File: src/rtl/mac_feeder.sv
// Feeder between a streaming host and a MAC engine: queues signal words in a FIFO,
// starts the MAC on the final word of a batch and returns the captured result to the host.
module mac_feeder #(
  parameter int DATA_WIDTH = 32,
  parameter int DEPTH_LOG2 = 4
) (
  input  logic                  clk_i,
  input  logic                  rst_i,
  input  logic                  s_valid_i,
  input  logic [DATA_WIDTH-1:0] s_data_i,
  input  logic                  s_last_i,
  output logic                  s_ready_o,
  output logic                  fifo_wr_o,
  output logic [DATA_WIDTH-1:0] signal_o,
  input  logic                  rd_signal_i,
  output logic                  empty_o,
  output logic                  start_o,
  input  logic [DATA_WIDTH-1:0] result_i,
  input  logic                  done_i,
  output logic                  m_valid_o,
  output logic [DATA_WIDTH-1:0] m_data_o,
  input  logic                  m_ready_i,
  output logic                  underflow_o
);

  localparam int DEPTH = 2 ** DEPTH_LOG2;
  localparam logic [DEPTH_LOG2:0] PTR_ONE = {{DEPTH_LOG2{1'b0}}, 1'b1};

  typedef enum logic [1:0] {FILL, WAIT_DONE, RESULT} state_e;

  state_e                state_q, state_d;
  logic [DEPTH_LOG2:0]   wr_ptr_q, wr_ptr_d;
  logic [DEPTH_LOG2:0]   rd_ptr_q, rd_ptr_d;
  logic [DATA_WIDTH-1:0] mem_q [DEPTH];
  logic [DATA_WIDTH-1:0] signal_q, signal_d;
  logic [DATA_WIDTH-1:0] m_data_q, m_data_d;
  logic                  fifo_wr_q, fifo_wr_d;
  logic                  underflow_q, underflow_d;
  logic                  done_q;
  logic                  full, empty, wr_en, rd_en;

  assign empty = (wr_ptr_q == rd_ptr_q);
  assign full  = (wr_ptr_q[DEPTH_LOG2] != rd_ptr_q[DEPTH_LOG2]) &&
                 (wr_ptr_q[DEPTH_LOG2-1:0] == rd_ptr_q[DEPTH_LOG2-1:0]);

  assign s_ready_o   = (state_q == FILL) && !full;
  assign wr_en       = s_valid_i && s_ready_o;
  assign rd_en       = rd_signal_i && !empty;
  assign empty_o     = empty;
  assign start_o     = (state_q == WAIT_DONE);
  assign m_valid_o   = (state_q == RESULT);
  assign fifo_wr_o   = fifo_wr_q;
  assign signal_o    = signal_q;
  assign m_data_o    = m_data_q;
  assign underflow_o = underflow_q;

  always_comb begin
    state_d     = state_q;
    m_data_d    = m_data_q;
    wr_ptr_d    = wr_ptr_q;
    rd_ptr_d    = rd_ptr_q;
    signal_d    = signal_q;
    fifo_wr_d   = wr_en;
    underflow_d = underflow_q || (rd_signal_i && empty);

    if (wr_en) wr_ptr_d = wr_ptr_q + PTR_ONE;
    if (rd_en) begin
      rd_ptr_d = rd_ptr_q + PTR_ONE;
      signal_d = mem_q[rd_ptr_q[DEPTH_LOG2-1:0]];
    end

    case (state_q)
      FILL:      if (wr_en && s_last_i) state_d = WAIT_DONE;
      // A done level held over from a previous batch is not a new completion.
      WAIT_DONE: if (done_i && !done_q) begin
                   state_d  = RESULT;
                   m_data_d = result_i;
                 end
      RESULT:    if (m_ready_i) state_d = FILL;
      default:   state_d = FILL;
    endcase
  end

  always_ff @(posedge clk_i or posedge rst_i) begin
    if (rst_i) begin
      state_q     <= FILL;
      wr_ptr_q    <= '0;
      rd_ptr_q    <= '0;
      signal_q    <= '0;
      m_data_q    <= '0;
      fifo_wr_q   <= 1'b0;
      underflow_q <= 1'b0;
      done_q      <= 1'b0;
    end else begin
      state_q     <= state_d;
      wr_ptr_q    <= wr_ptr_d;
      rd_ptr_q    <= rd_ptr_d;
      signal_q    <= signal_d;
      m_data_q    <= m_data_d;
      fifo_wr_q   <= fifo_wr_d;
      underflow_q <= underflow_d;
      done_q      <= done_i;
    end
  end

  // Storage is not reset; the pointers alone define what is valid.
  always_ff @(posedge clk_i) begin
    if (wr_en) mem_q[wr_ptr_q[DEPTH_LOG2-1:0]] <= s_data_i;
  end

endmodule
File: config.mk
export PLATFORM = sky130hd
export DESIGN_NAME = mac_feeder
export DESIGN_NICKNAME = d
export VERILOG_FILES = /design/src/rtl/mac_feeder.sv
export SDC_FILE = /design/constraint.sdc
export NUM_CORES = 1
export LEC_CHECK = 0
export ABC_AREA = 1
export CAP_MARGIN = 25
export CORE_UTILIZATION = 30
export DETAILED_ROUTE_END_ITERATION = 7
export GPL_TIMING_DRIVEN = 0
export PLACE_DENSITY = 0.57
export SLEW_MARGIN = 15
export SYNTH_ARGS = -nofsm -noshare
export SYNTH_HDL_FRONTEND = slang
export SYNTH_SLANG_ARGS = --single-unit
File: constraint.sdc
create_clock -name clk_i -period 4 [get_ports clk_i]
set_input_delay 0.8 -clock clk_i [delete_from_list [all_inputs] [get_ports clk_i]]
set_output_delay 0.8 -clock clk_i [all_outputs]
set_load 0.05 [all_outputs]
Word level (Yosys, flattened, before mapping)

Memory sizes are Yosys's and may differ from the RTL's. A register that Yosys moved wholly into a read port is not among the register bits.
Index checks and enable logic that the tools add are counted.

RAM bits: 512
Word-level logic and storage cells: 38
Output and inout bits: 70
Flip-flop bits (word level): 47
Bits of input ports: 71
Memories kept: 1

Equal/unequal tests: 8
Add/sub/neg operators: 2
Reductions and logical operators: 14
Muxes and demuxes: 6

Memories:

| name  | words | bits a word | rd ports | clocked after Yosys merged registers in | wr ports | RTL line | text |
|---|---|---|---|---|---|---|---|
| mem_q | 16    | 32          | 1        | 1                                       | 1        | 34       | `logic [DATA_WIDTH-1:0] mem_q [DEPTH];` |

Operator list:

| cell                  | count |
|---|---|
| $add A5 B1 Y5 const B | 2 |
| $logic_and A1 B1 Y1   | 7 |
| $mux W2               | 3 |
| $ne A2 B1 Y1 const B  | 3 |
| $pmux W2 S3           | 1 |
| $eq A5 B5 Y1          | 1 |
| $eq A4 B4 Y1          | 1 |
| $logic_not A1 Y1      | 3 |
| $reduce_and A3 Y1     | 1 |
| $eq A2 B1 Y1 const B  | 1 |
| $eq A2 B2 Y1 const B  | 1 |
| $logic_not A2 Y1      | 1 |
| $mux W1               | 2 |
| $reduce_and A2 Y1     | 1 |
| $logic_or A1 B1 Y1    | 1 |
| $ne A1 B1 Y1          | 1 |

Depth between registers and ports, before layout

Gate-level depths: netlist of the first run.

Word-level depth: 8
Gate-level depth with buffers: 13
Mapped depth without buffers: 10

Worst setup path after synthesis of the first run

Ideal clock, no wire load.

Path type: register to register
From: reg rd_ptr_q[0]
To: mem mem_q[10][0] (enable)
Clock period less this slack: 2,946 ps
Data required time: 3,579 ps
Stages on the path, launching flop included: 8
Data arrival time: 2,525 ps
Slack: 1,054 ps
Buffers on the path: 2
Setup time: 421 ps
Cell sequence: dfrtp_1 -> buf_2 -> xor2_1 -> nor2_2 -> nand3_2 -> nand3_2 -> buf_2 -> nor2_1

Word-level cells in the longest chain between the ends: 7

Ends and longest elaborated chain:

| what                          | RTL line | text |
|---|---|---|
| start, declared               | 33       | `logic [DEPTH_LOG2:0] rd_ptr_q, rd_ptr_d;` |
| start signal, assigned        | 97       | `rd_ptr_q <= rd_ptr_d;` |
| $eq A4 B4 Y1                  | 44       | `(wr_ptr_q[DEPTH_LOG2-1:0] == rd_ptr_q[DEPTH_LOG2-1:0]);` |
| $logic_and A1 B1 Y1           | 43       | `assign full = (wr_ptr_q[DEPTH_LOG2] != rd_ptr_q[DEPTH_LOG2]) &&` |
| $logic_not A1 Y1              | 46       | `assign s_ready_o = (state_q == FILL) && !full;` |
| $logic_and A1 B1 Y1           | 46       |  |
| $logic_and A1 B1 Y1           | 47       | `assign wr_en = s_valid_i && s_ready_o;` |
| $mux W1                       | 108      | `if (wr_en) mem_q[wr_ptr_q[DEPTH_LOG2-1:0]] <= s_data_i;` |
| $mux W1 (implied by the code) | 108      |  |
| end, declared                 | 34       |  |

Every way passes these cells.

Final worst setup path of the first run

From: reg rd_ptr_q[1]
To: out s_ready_o

Word-level cells in the longest chain between the ends: 4

Ends and longest elaborated chain:

| what                | RTL line | text |
|---|---|---|
| $eq A4 B4 Y1        | 44       |  |
| $logic_and A1 B1 Y1 | 43       |  |
| $logic_not A1 Y1    | 46       |  |
| $logic_and A1 B1 Y1 | 46       |  |
| end, declared       | 12       | `output logic s_ready_o,` |

Every way passes these cells.

==> results of run 1 <==
-- through the flow --
step                      utilization  setup slack [ps]  setup TNS, ps
final                          0.3673             503.3              0
after global routing           0.3673             343.2              0
after CTS                      0.3673             450.1              0
after detailed placement       0.3439             839.0              0
after global placement         0.3380             -1404        -674680
after floorplan                     -              1054              0
-- worst min-delay path by stage --
stage	end	startpoint	depth (start not counted)	slack, ps
after floorplan	state_q[0]	done_q	2	470
after global placement	underflow_o	underflow_o	1	440
after detailed placement	underflow_o	underflow_o	1	440
after CTS	underflow_o	underflow_o	1	460
after global routing	signal_o[23]	signal_o[23]	2	500
final	underflow_o	underflow_o	1	460
-- layout make-up --
cell class              instances  area share
flip-flops and latches        591      0.5628
multi-input cells            1321      0.1903
inverters                     499     0.06083
repair buffers                157     0.05770
clock buffers                  79     0.05332
well taps                    1134     0.04602
plain buffers                 115     0.01883
clock inverters                33     0.01027
-- critical path, stage by stage, from the launching register on --
cell,delay (ps)
dfrtp_1,350
buf_2,270
inv_2,100
nand2_1,70
nand2_1,60
nor2_2,170
nand3_2,210
nand2_1,110
inv_1,40
clkdlybuf4s50_1,710
-- flip-flops by register name, summed over array words and instances (netlist names) --
register	cells
rd_ptr_q	5
wr_ptr_q	5
mem_q	512
fifo_wr_o	1
done_q	1
underflow_o	1
state_q	2
signal_o	32
m_data_o	32
-- routing by layer --
layer,share of wire,wire [um]
met1,0.42,29990
met2,0.48,34340
met3,0.062,4408
met4,0.032,2243
met5,0.00014,10
-- Yosys cell counts (5+ instances only) --
library cell / n
nand2_1: 912
buf_1: 7
ha_1: 5
nand3_1: 322
clkbuf_1: 9
xor2_1: 7
edfxtp_1: 512
nand4_1: 6
inv_1: 494
mux2_2: 32
buf_4: 5
nor2_1: 24
buf_2: 92
inv_2: 5
dfrtp_1: 79
-- where the power goes --
group | leakage, uW | total (uW) | switching (uW) | internal (uW)
clock network | 0.000957 | 5620 | 2360 | 3260
logic | 0.00698 | 8600 | 6110 | 2490
registers | 0.00558 | 7730 | 291 | 7440
-- kinds of logic (layout without fill, tap and decap cells) --
group | count (synthesis) | in the layout
and+or+nand+nor | 1270 | 1270
buffers and inverters | 614 | 883
DFF | 591 | 591
muxes | 32 | 32
xor gates and xnor gates | 10 | 10
adders and majority gates | 5 | 5
AOI/OAI and AO/OA | 4 | 4
==> impl_metrics.env, run 1 <==
export IMPL_layout_cells_most_common_list="912 x nand2_1, 512 x edfxtp_1, 493 x inv_1, 322 x nand3_1, 140 x clkdlybuf4s50_1"
export IMPL_critPathKind="reg -> out"
export IMPL_grt_setup_unrepaired="no"
export IMPL_ff_latch_area_sq_um=17350
export IMPL_fmax_mhz=286.0
export IMPL_startpoint="rd_ptr_q[1]"
export IMPL_final_hold_violation_count=0
export IMPL_start_kind="flip-flop"
export IMPL_gr_usage_met2=0.2767
export IMPL_hold_class="reg -> reg"
export IMPL_synth_top_family_by_area="simple AND/OR/NAND/NOR gates"
export IMPL_synthMuxAreaShare=0.01410
export IMPL_drv_slew=0
export IMPL_final_cells=3929
export IMPL_fin_nets=2820
export IMPL_core_sq_um=83950
export IMPL_synth_xor_area_frac=0.003428
export IMPL_cts_sink_count=591
export IMPL_diodes=0
export IMPL_synthAdderAreaFrac=0.002448
export IMPL_synth_main_ff_cell="edfxtp_1"
export IMPL_clockRootBuffer="clkbuf_16"
export IMPL_tightest_slew_ps=947.3
export IMPL_drive_gt1_frac=0.09302
export IMPL_numCtsBuffers=59
export IMPL_syn_mean_instance_area_sq_um=10.12
export IMPL_use_met1=0.2129
export IMPL_design_area_sq_um=30830
export IMPL_async_reset_ff_frac=0.1337
export IMPL_yosys_warnings=0
export IMPL_setup_viol=0
export IMPL_post_drt_wl_per_cell_um=18.07
export IMPL_synth_edf_count=512
export IMPL_layout_cells_most_common="nand2_1"
export IMPL_grt_first_pass_wirelength_mm=105.4
export IMPL_viasPerCell=4.353
export IMPL_cts_htree_levels=2
export IMPL_seq_area_frac_synth=0.6791
export IMPL_synth_seq_cells=591
export IMPL_start_util=0.3044
export IMPL_drtAntennaViolNets=0
export IMPL_place_area_sq_um=28870
export IMPL_power_total_uw=21960
export IMPL_synth_area_leader_cell="edfxtp_1"
export IMPL_crit_end="s_ready_o"
export IMPL_die_height_um=293.8
export IMPL_clkLatencyLatePin_ps=630
export IMPL_rr_startpoint="rd_ptr_q[0]"
export IMPL_die_w_um=293.8
export IMPL_relSlewSlack=0.3684
export IMPL_area_delta_synth_final_pct=20.67
export IMPL_finalCritPeriodShare=0.8742
export IMPL_cts_buffer_depth=3
export IMPL_synth_top_area_frac=0.6017
export IMPL_first_pass_iters=5
export IMPL_grt_usage=0.1645
export IMPL_grt_pass1_vias=16510
export IMPL_cp_end_kind="output pin"
export IMPL_wl_mm=71.00
export IMPL_synth_compound_area_frac=0.0009793
export IMPL_ctsResizeCount=0
export IMPL_multi_input_area_sq_um=5867
export IMPL_overflow=0
export IMPL_gp_congestion=0.8017
export IMPL_antenna_found_initial=1
export IMPL_numPortBuffers=140
export IMPL_r2r_end="mem_q[5][9]"
export IMPL_placedCellCount=3817
export IMPL_use_met3=0.02704
export IMPL_post_cts_buffers=0
export IMPL_fp_row_count=106
export IMPL_cts_tree="done"
export IMPL_outcome="completed"
export IMPL_drtIter0Drc=1252
export IMPL_grt_start_max_net_pins=42
export IMPL_p_leak_uw=0.01352
export IMPL_cap_violations=0
export IMPL_die_area_sq_um=86340
export IMPL_ff2ff_path_depth=8
export IMPL_clkTransAtPathRegs_ps=60
export IMPL_synth_cell_types=23
export IMPL_cts_hold_buf=0
export IMPL_synthSimpleGateAreaFrac=0.2039
export IMPL_power_density_nw_per_um2=712.2
export IMPL_ios=141
export IMPL_synth_nets=2602
export IMPL_period_needed_ps=3497
export IMPL_drcViolationCount=0
export IMPL_synth_top_cells_by_area="edfxtp_1 60%, nand2_1 13%, dfrtp_1 7.7%"
export IMPL_vias=17100
export IMPL_ir_drop_uv=367.5
export IMPL_syn_inst=2526
export IMPL_timing_hold_ws_ps=456.9
export IMPL_path_max_fanout=8
export IMPL_rrSetupSlack_ps=1300
export IMPL_dpl_hpwl_mm=48.13
export IMPL_netlist_area_sq_um=25550
export IMPL_skew_ps=23.78
export IMPL_required_ps=3200
export IMPL_nFillCells=8159
export IMPL_top_usage_layer="met2"
export IMPL_arrival_ps=2700
Power figures use the tool's default switching activity.
==> run 2: changes to the inputs <==
--- a/config.mk
+++ b/config.mk
@@ -7,6 +7,7 @@
 export LEC_CHECK = 0
 export ABC_AREA = 1
 export CAP_MARGIN = 25
+export CORE_MARGIN = 1.5
 export CORE_UTILIZATION = 30
 export DETAILED_ROUTE_END_ITERATION = 7
 export GPL_TIMING_DRIVEN = 0
==> run 2 against run 1 <==
Effect of this change:
- die area is 0.68% higher
- design area hardly changed
- non-clock buffer count stayed put
- largest power group unchanged
==> impl_metrics.env, run 2 (synthesized netlist as in run 1, its figures left out) <==
export IMPL_start_kind="flip-flop"
export IMPL_clkLatencyLatePin_ps=640
export IMPL_relSlewSlack=0.3882
export IMPL_rr_startpoint="rd_ptr_q[1]"
export IMPL_cts_buffer_depth=3
export IMPL_ios=141
export IMPL_cp_top_family="buffers and inverters"
export IMPL_crit_buf_inv=4
export IMPL_viasPerCell=4.382
export IMPL_cts_hold_buf=0
export IMPL_rrSetupSlack_ps=1310
export IMPL_setup_viol=0
export IMPL_crit_top_cell="nand2_1"
export IMPL_required_ps=3200
export IMPL_diodes=0
export IMPL_critPathKind="reg -> out"
export IMPL_fp_row_count=106
export IMPL_dpl_hpwl_mm=48.31
export IMPL_r2r_end="mem_q[5][12]"
export IMPL_cts_htree_levels=2
export IMPL_final_hold_violation_count=0
export IMPL_grt_setup_unrepaired="no"
export IMPL_cap_violations=0
export IMPL_drv_slew=0
export IMPL_ir_drop_uv=423.3
export IMPL_timing_hold_ws_ps=456.8
export IMPL_largest_reg_flops=512
export IMPL_cp_end_kind="output pin"
export IMPL_hold_class="reg -> reg"
export IMPL_tightest_slew_ps=917.7
export IMPL_hold_depth=1
export IMPL_cts_tree="done"
export IMPL_drtIter0Drc=1451
export IMPL_arrival_ps=2700
export IMPL_post_cts_buffers=0
export IMPL_cp_slowest_stage_delay_ps=700
export IMPL_clockPowerShare=0.254
export IMPL_p_sw_frac=0.4026
export IMPL_numPortBuffers=140
export IMPL_start_util=0.3044
export IMPL_grt_first_pass_wirelength_mm=105.8
export IMPL_vias=17220
export IMPL_utilization=0.3670
export IMPL_layout_cells_most_common_list="912 x nand2_1, 512 x edfxtp_1, 493 x inv_1, 322 x nand3_1, 140 x clkdlybuf4s50_1"
export IMPL_combPwrFrac=0.393
export IMPL_power_density_nw_per_um2=712.1
export IMPL_gp_congestion=0.7908
export IMPL_fin_setup_tns_ps=0
export IMPL_numCtsBuffers=60
export IMPL_area_delta_synth_final_pct=20.60
export IMPL_ff2ff_path_depth=10
export IMPL_worstHoldStart="underflow_o"
export IMPL_finalWorstSetupSlack_ps=501.3
export IMPL_drcViolationCount=0
export IMPL_die_w_um=294.8
export IMPL_min_to="underflow_o"
export IMPL_antenna_found_initial=2
export IMPL_clkTransAtPathRegs_ps=60
export IMPL_die_area_sq_um=86930
export IMPL_p_leak_uw=0.01351
export IMPL_grt_pass1_vias=16650
export IMPL_place_ws_ps=842.0
export IMPL_skew_ps=15.80
export IMPL_p_sw_uw=8834
export IMPL_power_frac_seq=0.353
export IMPL_overflow=0
export IMPL_finalCritPeriodShare=0.8747
export IMPL_cts_sink_count=591
export IMPL_die_height_um=294.8
export IMPL_nFillCells=8136
export IMPL_fin_nets=2821
export IMPL_layout_cells_most_common="nand2_1"
export IMPL_outcome="completed"
export IMPL_grt_usage=0.1646
export IMPL_fmax_mhz=285.8
export IMPL_p_int_uw=13110
export IMPL_drive_gt1_frac=0.09517
export IMPL_path_max_fanout=8
export IMPL_core_sq_um=83950
export IMPL_grt_start_max_net_pins=48
export IMPL_ctsResizeCount=0
export IMPL_first_pass_iters=5
export IMPL_path_cells="buf_2 -> inv_2 -> nand2_1 -> nand2_1 -> nor2_2 -> nand3_2 -> nand2_1 -> inv_1 -> clkdlybuf4s50_1"
export IMPL_wl_mm=71.61
export IMPL_period_needed_ps=3499
export IMPL_drtAntennaViolNets=0
export IMPL_clockRootBuffer="clkbuf_16"
export IMPL_post_drt_wl_per_cell_um=18.23
export IMPL_crit_slowest_cell="clkdlybuf4s50_1"
## run 2: metal layers
metal  up-vias  track usage  share of wire
met5         -            0        0.00035
met4         4      0.05381          0.030
met3       127      0.02338          0.056
met2       481       0.2837           0.49
met1      8218       0.2118           0.43
li1       8388            -              -
## run 2: worst max-delay path by stage
stage / start / end / cells after the start
global placement: s_valid_i / mem_q[4][7] / 4
floorplan: rd_ptr_q[0] / mem_q[10][0] / 7
CTS: rd_ptr_q[1] / s_ready_o / 9
detailed placement: s_valid_i / mem_q[5][7] / 5
finish: rd_ptr_q[1] / s_ready_o / 9
global route: rd_ptr_q[1] / s_ready_o / 9
## run 2: area by class of cell
| type | count | area, sq um | share of cell area |
|---|---|---|---|
| sequential | 591 | 17350 | 0.5631 |
| multi-input combinational | 1321 | 5867 | 0.1904 |
| inverter | 499 | 1876 | 0.06087 |
| timing repair buffer | 157 | 1779 | 0.05774 |
| clock buffer | 78 | 1609 | 0.05222 |
| tap | 1134 | 1419 | 0.04605 |
| buffer | 115 | 580.6 | 0.01884 |
| clock inverter | 34 | 332.8 | 0.01080 |
## run 2: through the flow
stage,std cells,total power [uW],cell area [sq um]
6_report,3929,21940,30810
5_1_grt,3929,23100,30810
4_1_cts,3929,22090,30810
3_5_place_dp,3817,16510,28870
3_3_place_gp,3800,16310,28370
2_1_floorplan,2526,13150,25550
## run 2: power by group through the flow
stage	Sequential [uW]	Combinational [uW]	Clock, uW
2_1_floorplan	8980	4170	0
3_3_place_gp	7890	8420	0
3_5_place_dp	7870	8650	0
4_1_cts	7740	8680	5670
5_1_grt	7810	9390	5900
6_report	7740	8630	5570
